`config.mk`:
```
export PLATFORM = sky130hd
export DESIGN_NAME = bist_tpg_flat
export DESIGN_NICKNAME = d
export VERILOG_FILES = /design/src/rtl/bist_tpg_if.sv /design/src/rtl/bist_tpg.sv /design/src/flat_wrapper.sv
export SDC_FILE = /design/constraint.sdc
export NUM_CORES = 1
export LEC_CHECK = 0
export BUFFER_PORTS_ARGS = -buffer_cell sky130_fd_sc_hd__buf_2
export CORE_UTILIZATION = 44
export CTS_CLUSTER_DIAMETER = 80
export DETAILED_ROUTE_END_ITERATION = 8
export PLACE_DENSITY = 0.75
export SYNTH_ARGS = -nofsm -noshare
export SYNTH_HDL_FRONTEND = slang
export SYNTH_SLANG_ARGS = --single-unit
```
`constraint.sdc`:
```
create_clock -name clk_i -period 2.1 [get_ports clk_i]
set_input_delay 0.42 -clock clk_i [delete_from_list [all_inputs] [get_ports clk_i]]
set_output_delay 0.42 -clock clk_i [all_outputs]
set_load 0.02 [all_outputs]
```
`src/rtl/bist_tpg_if.sv`:
```
// Bus between the BIST pattern generator and its controller/CUT side.
// start/hold come from the controller; pat is a live test pattern exactly while pat_valid is high.
interface bist_tpg_if #(
   parameter int unsigned WIDTH = 4,
   parameter int unsigned CW    = 8
);
   logic             start;
   logic             hold;
   logic [WIDTH-1:0] pat;
   logic             pat_valid;
   logic             busy;
   logic             done;
   logic [CW-1:0]    cnt;

   modport master (
      output start, hold,
      input  pat, pat_valid, busy, done, cnt
   );

   modport slave (
      input  start, hold,
      output pat, pat_valid, busy, done, cnt
   );
endinterface

```
`src/rtl/bist_tpg.sv`:
```
// Fibonacci-LFSR test pattern generator: after START it emits NPAT patterns,
// one per non-stalled clock, then holds the last pattern and reports DONE.
module bist_tpg #(
   parameter int unsigned      WIDTH = 4,
   parameter logic [WIDTH-1:0] POLY  = 4'b1100,
   parameter logic [WIDTH-1:0] SEED  = 4'b0001,
   parameter int unsigned      NPAT  = 15,
   parameter int unsigned      CW    = 8
) (
   input  logic       clk_i,
   input  logic       rst_i,
   bist_tpg_if.slave  bus,
   output logic [1:0] state_o
);

   typedef enum logic [1:0] {
      S_IDLE = 2'd0,
      S_RUN  = 2'd1,
      S_DONE = 2'd2
   } state_e;

   // An all-zero seed would lock the LFSR, so it is replaced by 1.
   localparam logic [WIDTH-1:0] SEED_EFF = (SEED == '0) ? WIDTH'(1) : SEED;
   localparam logic [CW-1:0]    LAST_CNT = CW'(NPAT - 1);

   state_e           state_q, state_d;
   logic [WIDTH-1:0] pat_q, pat_d;
   logic [CW-1:0]    cnt_q, cnt_d;

   always_ff @(posedge clk_i) begin
      if (rst_i) begin
         state_q <= S_IDLE;
         pat_q   <= '0;
         cnt_q   <= '0;
      end else begin
         state_q <= state_d;
         pat_q   <= pat_d;
         cnt_q   <= cnt_d;
      end
   end

   always_comb begin
      state_d = state_q;
      pat_d   = pat_q;
      cnt_d   = cnt_q;
      unique case (state_q)
         S_IDLE, S_DONE: begin
            if (bus.start) begin
               state_d = S_RUN;
               pat_d   = SEED_EFF;
               cnt_d   = '0;
            end
         end
         S_RUN: begin
            // HOLD outranks the terminal-count exit so a stalled last pattern stays valid.
            if (!bus.hold) begin
               if (cnt_q == LAST_CNT) begin
                  state_d = S_DONE;
               end else begin
                  pat_d = {pat_q[WIDTH-2:0], ^(pat_q & POLY)};
                  cnt_d = cnt_q + 1'b1;
               end
            end
         end
         default: state_d = S_IDLE;
      endcase
   end

   always_comb begin
      bus.pat       = pat_q;
      bus.cnt       = cnt_q;
      bus.pat_valid = (state_q == S_RUN);
      bus.busy      = (state_q == S_RUN);
      bus.done      = (state_q == S_DONE);
      state_o       = state_q;
   end

endmodule

```
`src/flat_wrapper.sv`:
```
// flat-port wrapper written by rule: the top's interface ports become plain ports
module bist_tpg_flat 
#(
   parameter int unsigned      WIDTH = 4,
   parameter logic [WIDTH-1:0] POLY  = 4'b1100,
   parameter logic [WIDTH-1:0] SEED  = 4'b0001,
   parameter int unsigned      NPAT  = 15,
   parameter int unsigned      CW    = 8
)
  (clk_i, rst_i, state_o, bus_start, bus_hold, bus_pat, bus_pat_valid, bus_busy, bus_done, bus_cnt);
  bist_tpg_if #(.WIDTH(WIDTH), .CW(CW)) bus_i ();
  input  logic clk_i;
  input  logic rst_i;
  output logic [1:0] state_o;
  input wire logic [$bits(bus_i.start)-1:0] bus_start;
  input wire logic [$bits(bus_i.hold)-1:0] bus_hold;
  output wire logic [$bits(bus_i.pat)-1:0] bus_pat;
  output wire logic [$bits(bus_i.pat_valid)-1:0] bus_pat_valid;
  output wire logic [$bits(bus_i.busy)-1:0] bus_busy;
  output wire logic [$bits(bus_i.done)-1:0] bus_done;
  output wire logic [$bits(bus_i.cnt)-1:0] bus_cnt;
  assign bus_i.start = bus_start;
  assign bus_i.hold = bus_hold;
  assign bus_pat = bus_i.pat;
  assign bus_pat_valid = bus_i.pat_valid;
  assign bus_busy = bus_i.busy;
  assign bus_done = bus_i.done;
  assign bus_cnt = bus_i.cnt;
  bist_tpg #(.WIDTH(WIDTH), .POLY(POLY), .SEED(SEED), .NPAT(NPAT), .CW(CW)) u_core (.clk_i(clk_i), .rst_i(rst_i), .bus(bus_i), .state_o(state_o));
endmodule
```
## Word-level counts from Yosys, hierarchy flattened

Index checks and enable logic that the tools add are counted.

- $add $sub $neg: 1
- Eq/ne operators: 7
- Mux-type cells: 12
- Reduce and logical (&&, ||, !) cells: 6

Operator list:

| operator | count |
|---|---|
| 8-bit two-way mux | 3 |
| 8-bit one-hot mux with 2 select lines | 1 |
| 4-bit two-way mux | 3 |
| 8-bit by 1-bit adder with 8-bit output, second input constant | 1 |
| 8-bit by 4-bit equality test with 1-bit output, second input constant | 1 |
| 4-bit one-hot mux with 2 select lines | 1 |
| 2-bit two-way mux | 3 |
| 2-bit != test, second input constant | 3 |
| 2-bit one-hot mux with 2 select lines | 1 |
| 4-bit AND reduction | 1 |
| 4-bit parity | 1 |
| 3-bit AND reduction | 1 |
| 2-bit by 1-bit equality test with 1-bit output, second input constant | 1 |
| 2-bit equality test, second input constant | 1 |
| 2-bit zero test | 1 |
| 2-bit by 1-bit != test with 1-bit output, second input constant | 1 |
| 2-bit nonzero test | 1 |
| 2-bit OR reduction | 1 |

- Register bits after elaboration: 14
- Output and inout bits: 17
- Logic and storage cells: 29

## Logic depth before layout (Yosys ltp)

Gate-level depths: netlist of the first run.

- Depth after elaboration: 4
- Depth in mapped cells: 6
- Mapped depth without buffers: 5

## Worst setup path after synthesis of the first run

No wires, ideal clock.

- Path type: flip-flop to flip-flop
- Start point: register u_core.state_q[0], in the netlist u_core.state_o[0]
- End point: register u_core.cnt_q[3], in the netlist u_core.bus.cnt[3]
- Setup time: 0.070 ns
- Arrival: 1.737 ns
- Setup slack: 0.293 ns
- Stages on the path, launching flop included: 7
- Path buffers: 2
- Period minus slack after synthesis: 1.807 ns
- Cell sequence: dfxtp_1 or3b_1 buf_2 a31o_1 buf_6 or3_1 a21oi_1

- Longest elaborated chain between the ends: 4
- Elaborated cells on any way between the ends: 10

Ends and longest elaborated chain:

| element | line | source |
|---|---|---|
| from (decl) | bist_tpg.sv:26 | `state_e state_q, state_d;` |
| from (signal assigned) | bist_tpg.sv:36 | `state_q <= state_d;` |
| 2-bit equality test or 2-bit zero test (tied branches) | bist_tpg.sv:46 | `unique case (state_q)` |
| 2-bit OR reduction | bist_tpg.sv:46 |  |
| 2-bit != test (no line) or 2-bit nonzero test (tied branches) | -- |  |
| 4-bit AND reduction (no line) | -- |  |
| to (signal assigned) | bist_tpg.sv:38 | `cnt_q <= cnt_d;` |
| to (decl) | bist_tpg.sv:28 | `logic [CW-1:0] cnt_q, cnt_d;` |

Several ways; a longest one is shown, not always the timed one.
A chain may end at the register's enable or synchronous reset.

## Worst setup path in the final report of the first run

- Start point: register u_core.state_q[1], in the netlist u_core.state_o[1]
- End point: output port bus_busy

- Longest elaborated chain between the ends: 1

Ends and longest elaborated chain:

| element | line | source |
|---|---|---|
| 2-bit by 1-bit equality test with 1-bit output | bist_tpg.sv:73 | `bus.busy = (state_q == S_RUN);` |
| to (decl) | flat_wrapper.sv:19 | `output wire logic [$bits(bus_i.busy)-1:0] bus_busy;` |

No other way between the ends.

==> impl_metrics.yaml, run 1 <==
status:
  status: "finished, final reports clean"
power_and_ir_drop:
  power_leakage_nw: 0.364
  max-vdd-ir-drop_v: 0.000297
  powerDensity_mw_per_mm2: 580
synthesis:
  syn-num-nets: 95
  ys_seq_elements: 14
  synthFlopType: "dfxtp_1"
  seq_area_frac_synth: 0.384
  synthArstFlopShare: 0
  synth.area.mux_share: 0
  synth_area_leader_cell: "dfxtp_1"
  postSynthCellCount: 89
  avgSynthCellArea_um2: 8.21
  synth_compound_area_frac: 0.205
  yosys-top-cells-area: "dfxtp_1 38%, nand3_1 8.2%, a21oi_1 7.5%"
  yosysUniqueCellTypes: 32
  ys_warn_count: 0
  synth-edff-count: 0
  synth_top_area_frac: 0.384
  synth-simple-area-share: 0.312
  synthAdderAreaFrac: 0.0342
  netlist_area_um2: 731
  synth_xor_area_frac: 0.0120
  synth_top_family_by_area: "simple AND/OR/NAND/NOR gates"
cts:
  cts_tree: "done"
  clk_pin_slew_ps: 70
  postCtsHoldBufs: 0
  clkSinkCount: 14
  cts_resized: 0
  cts-root-buf: "clkbuf_4"
  clockBufferDepth: 2
  insertion_delay_ps: 280
  htreeDepth: 1
  cts_made_buffers: 3
  cts_setup_buffers: 0
sta:
  finalCritPeriodShare: 0.853
  max_slew.worst_pin.slew_ps: 476
  finalMaxSlewViolations: 0
  slew_headroom: 0.680
  tns_ps: 0
  setup_violations: 0
  finalHoldViolations: 0
  rsz0062_at_grt: "false"
  timing.fmax_mhz: 558
  period_needed_ps: 1790
  finClkSkew_ps: 7.45
worst_setup_path:
  critPathRequiredTime_ps: 1680
  arrival_ps: 1370
  end_kind: "output pin"
  crit_type: "flop to output pin"
  path_max_fanout: 8
  cp-start-kind: "flop"
grt:
  track_usage: 0.202
  grt_pass1_vias: 661
  antenna_found_initial: 0
  grt_pass1_wl_um: 2870
  grt_remaining_overflow: 0
  grt_max_degree: 15
floorplan:
  core_area_mm2: 0.00152
  die_x_um: 42.8
  die_y_um: 42.8
  ios: 21
  start_util: 0.479
  die-area_mm2: 0.00183
  fp-row-count: 14
final_layout:
  diodes: 0
  instances_no_fill: 124
  fin_area_um2: 850
  layout_common_cells: "20 x buf_2, 14 x dfxtp_1, 12 x nand3_1"
  utilization: 0.557
  final_common_cell: "buf_2"
  drive_gt1_frac: 0.222
  num-fill-cells: 132
  synthToLayoutAreaGrowth_pct: 16.3
  final_nets: 116
drt:
  wl_per_cell_um: 14.0
  drtIter0Drc: 22
  drt-pass1-iter-count: 4
  vias: 751
  totalWireLength_um: 1730
  drc_errors: 0
  ant_nets: 0
  viasPerCell: 6.06
placed_design:
  portBuffers: 20
  gp_congestion: 0.789
  place_inst: 121
  dpl-instance-area_um2: 827
  dp_hpwl_um: 1260
run:
  cap_violations: 0
hold_path:
  hp-class: "input pin to flop"
[worst paths after layout]
check                    startpoint                end  slack [ps]  cells after the start
setup / recovery  u_core.state_o[1]           bus_busy         310                      3
hold / removal             bus_hold  u_core.state_o[0]         440                      3
setup reg to reg  u_core.bus.cnt[4]  u_core.bus.pat[0]         410                      4
hold reg to reg   u_core.bus.pat[0]  u_core.bus.pat[1]         490                      2
[cells in the mapped netlist (all sizes together), types with 2 or more instances]
cell,instances
dfxtp,14
nand3,12
a21oi,11
or3,5
a31oi,4
buf,4
nor2,4
o21ai,4
and3,3
nand2b,3
and2b,2
ha,2
inv,2
nand2,2
nand3b,2
nand4,2
[layer usage]
| metal | global-route usage | wire length (um) | up-vias |
|---|---|---|---|
| li1 | - | - | 374 |
| met1 | 0.255 | 791 | 356 |
| met2 | 0.330 | 838 | 19 |
| met3 | 0.0511 | 88 | 2 |
| met4 | 0.0750 | 11 | 0 |
| met5 | 0 | 0 | - |
[through the flow]
| step | total power (W) | worst slack [ps] | hold slack [ps] |
|---|---|---|---|
| after global routing | 0.000515 | 238 | 435 |
| final | 0.000493 | 309 | 444 |
| after CTS | 0.000497 | 315 | 442 |
| after detailed placement | 0.000352 | 296 | 486 |
| after global placement | 0.000352 | 314 | 474 |
| after floorplan | 0.000334 | 293 | 489 |
[critical path: stages (launching register included)]
cell	delay (ps)
dfxtp_1	350
nand2b_1	270
inv_1	270
buf_2	220
[cells by family (layout without fill, tap and decap cells)]
kind of cell,after synthesis,count (layout)
and+or+nand+nor,40,40
AOI/OAI and AO/OA,25,25
DFF,14,14
buffers and inverters,7,26
adders and majority gates,2,2
xor gates and xnor gates,1,1
[sequential cells by signal, indices dropped and copies added, names as in the netlist]
| register | cells |
|---|---|
| u_core.bus.cnt | 8 |
| u_core.bus.pat | 4 |
| u_core.state_o | 2 |
[power by group]
group	total, W	switching, W	internal [W]
clock	0.000147	0.0000805	0.0000664
combinational	0.0000696	0.0000466	0.0000231
sequential	0.000277	0.00000620	0.000270
[layout make-up]
cell class / instances / area [um^2] / area share
multi-input combinational: 68 / 412 / 0.485
clock buffer: 3 / 22.5 / 0.0265
inverter: 2 / 7.51 / 0.00884
timing repair buffer: 21 / 108 / 0.127
sequential: 14 / 280 / 0.330
tap: 16 / 20.0 / 0.0236
(Power assumes the default switching activity.)
==> inputs of run 2 (changes only) <==
==> constraint.sdc (replaced) <==
create_clock -name clk_i -period 1.7 [get_ports clk_i]
set_input_delay 0.34 -clock clk_i [delete_from_list [all_inputs] [get_ports clk_i]]
set_output_delay 0.34 -clock clk_i [all_outputs]
set_load 0.02 [all_outputs]
==> run 2 against run 1 <==
  * Critical path type is now flop to flop
  * First-iteration DRC count shrank 36%
  * Critical endpoint is now u_core.bus.cnt[7]
  * Clock skew shrank 6.8 ps
  * Core utilization up 5.2 points
==> impl_metrics.yaml, run 2 (synthesis results as in run 1) <==
power_and_ir_drop:
  power_frac_seq: 0.494
  comb_power_share: 0.144
  pwr-share-clk: 0.362
  max-vdd-ir-drop_v: 0.000461
  powerDensity_mw_per_mm2: 740
  cellInternalPower_w: 0.000501
  swShare: 0.271
  power.switching_w: 0.000186
  power_leakage_nw: 0.413
final_layout:
  multi_input_area_um2: 412
  final_common_cell: "buf_2"
  final_nets: 124
  regArea_um2: 285
  drive_gt1_frac: 0.299
  fin_area_um2: 928
  largest_reg_flops: 8
  layout_common_cells: "20 x buf_2, 12 x nand3_1, 12 x dfxtp_1"
  num-fill-cells: 142
  diodes: 0
  synthToLayoutAreaGrowth_pct: 27.1
worst_setup_path:
  crit_chain: "or3b_1 -> a31o_1 -> or3_1 -> a31oi_1"
  path_max_fanout: 6
  crit_slowest_cell: "or3b_1"
  crit_buf_inv: 0
  crit_type: "flop to flop"
  end_kind: "flop"
  path_delay_family: "simple AND/OR/NAND/NOR gates"
  critPathRequiredTime_ps: 1920
  arrival_ps: 1820
  cp-start-kind: "flop"
  max_stage_delay_ps: 400
sta:
  rsz0062_at_grt: "false"
  max_slew.worst_pin.slew_ps: 374
  period_needed_ps: 1600
  slew_headroom: 0.750
  finalMaxSlewViolations: 0
  finClkSkew_ps: 0.686
  finalCritPeriodShare: 0.940
  setup_violations: 0
  finalHoldViolations: 0
  tns_ps: 0
  timing.fmax_mhz: 626
cts:
  clkSinkCount: 14
  clockBufferDepth: 2
  cts_made_buffers: 3
  cts_tree: "done"
  cts_setup_buffers: 0
  cts_resized: 0
  htreeDepth: 1
  insertion_delay_ps: 290
  cts-root-buf: "clkbuf_4"
  postCtsHoldBufs: 0
  clk_pin_slew_ps: 90
grt:
  grt_remaining_overflow: 0
  track_usage: 0.235
  grt_pass1_wl_um: 3200
  antenna_found_initial: 0
  grt_pass1_vias: 727
  grt_max_degree: 15
placed_design:
  dp_hpwl_um: 1420
  gp_congestion: 0.843
  dpl-instance-area_um2: 892
  portBuffers: 20
floorplan:
  die-area_mm2: 0.00183
  ios: 21
  die_x_um: 42.8
  fp-row-count: 14
  die_y_um: 42.8
  start_util: 0.479
  core_area_mm2: 0.00152
drt:
  viasPerCell: 6.13
  drc_errors: 0
  ant_nets: 0
  wl_per_cell_um: 14.6
  vias: 815
  drtIter0Drc: 14
  drt-pass1-iter-count: 4
  totalWireLength_um: 1940
status:
  status: "finished, final reports clean"
run:
  cap_violations: 0
hold_path:
  hp-class: "input pin to flop"
## run 2: tightest hold or removal path: cells and delay by family
family                 cells  cell delay [ps]
buffers and inverters      1               90
and+or+nand+nor            1               90
AOI/OAI and AO/OA          1               50
## run 2: worst paths after layout
kind,startpoint,to,slack [ps],cells past startpoint
hold / removal,bus_start,u_core.state_o[1],330,3
hold reg to reg,u_core.bus.pat[0],u_core.bus.pat[1],490,2
setup reg to reg,u_core.state_o[1],u_core.bus.cnt[7],100,4
setup / recovery,u_core.state_o[1],u_core.bus.cnt[7],100,4
## run 2: power by group through the flow
stage               clock, W  sequential (W)  combinational, W
global route        0.000270        0.000341          0.000107
finish              0.000249        0.000340         0.0000992
detailed placement         0        0.000347         0.0000986
global placement           0        0.000347         0.0000967
floorplan                  0        0.000356         0.0000570
CTS                 0.000254        0.000340         0.0000990
## run 2: final cells by class
| class | count | area share |
|---|---|---|
| Sequential cell | 14 | 0.307 |
| Multi-Input combinational cell | 68 | 0.443 |
| Timing Repair Buffer | 29 | 0.181 |
| Clock buffer | 4 | 0.0391 |
| Inverter | 2 | 0.00809 |
| Tap cell | 16 | 0.0216 |
## run 2: metal layers
metal | up-vias | part of all wire | track usage
met2 | 25 | 0.50 | 0.391
met5 | - | 0 | 0
li1 | 388 | - | -
met1 | 398 | 0.43 | 0.272
met3 | 4 | 0.049 | 0.0638
met4 | 0 | 0.017 | 0.119
## run 2: stage by stage
stage	utilization	worst slack, ps	hold WS, ps	total power, W	instances
floorplan	-	12.5	400	0.000413	89
global route	0.609	7.09	352	0.000718	133
global placement	0.585	71.9	470	0.000444	129
finish	0.609	103	329	0.000687	133
CTS	0.609	107	318	0.000692	133
detailed placement	0.585	43.7	476	0.000446	129
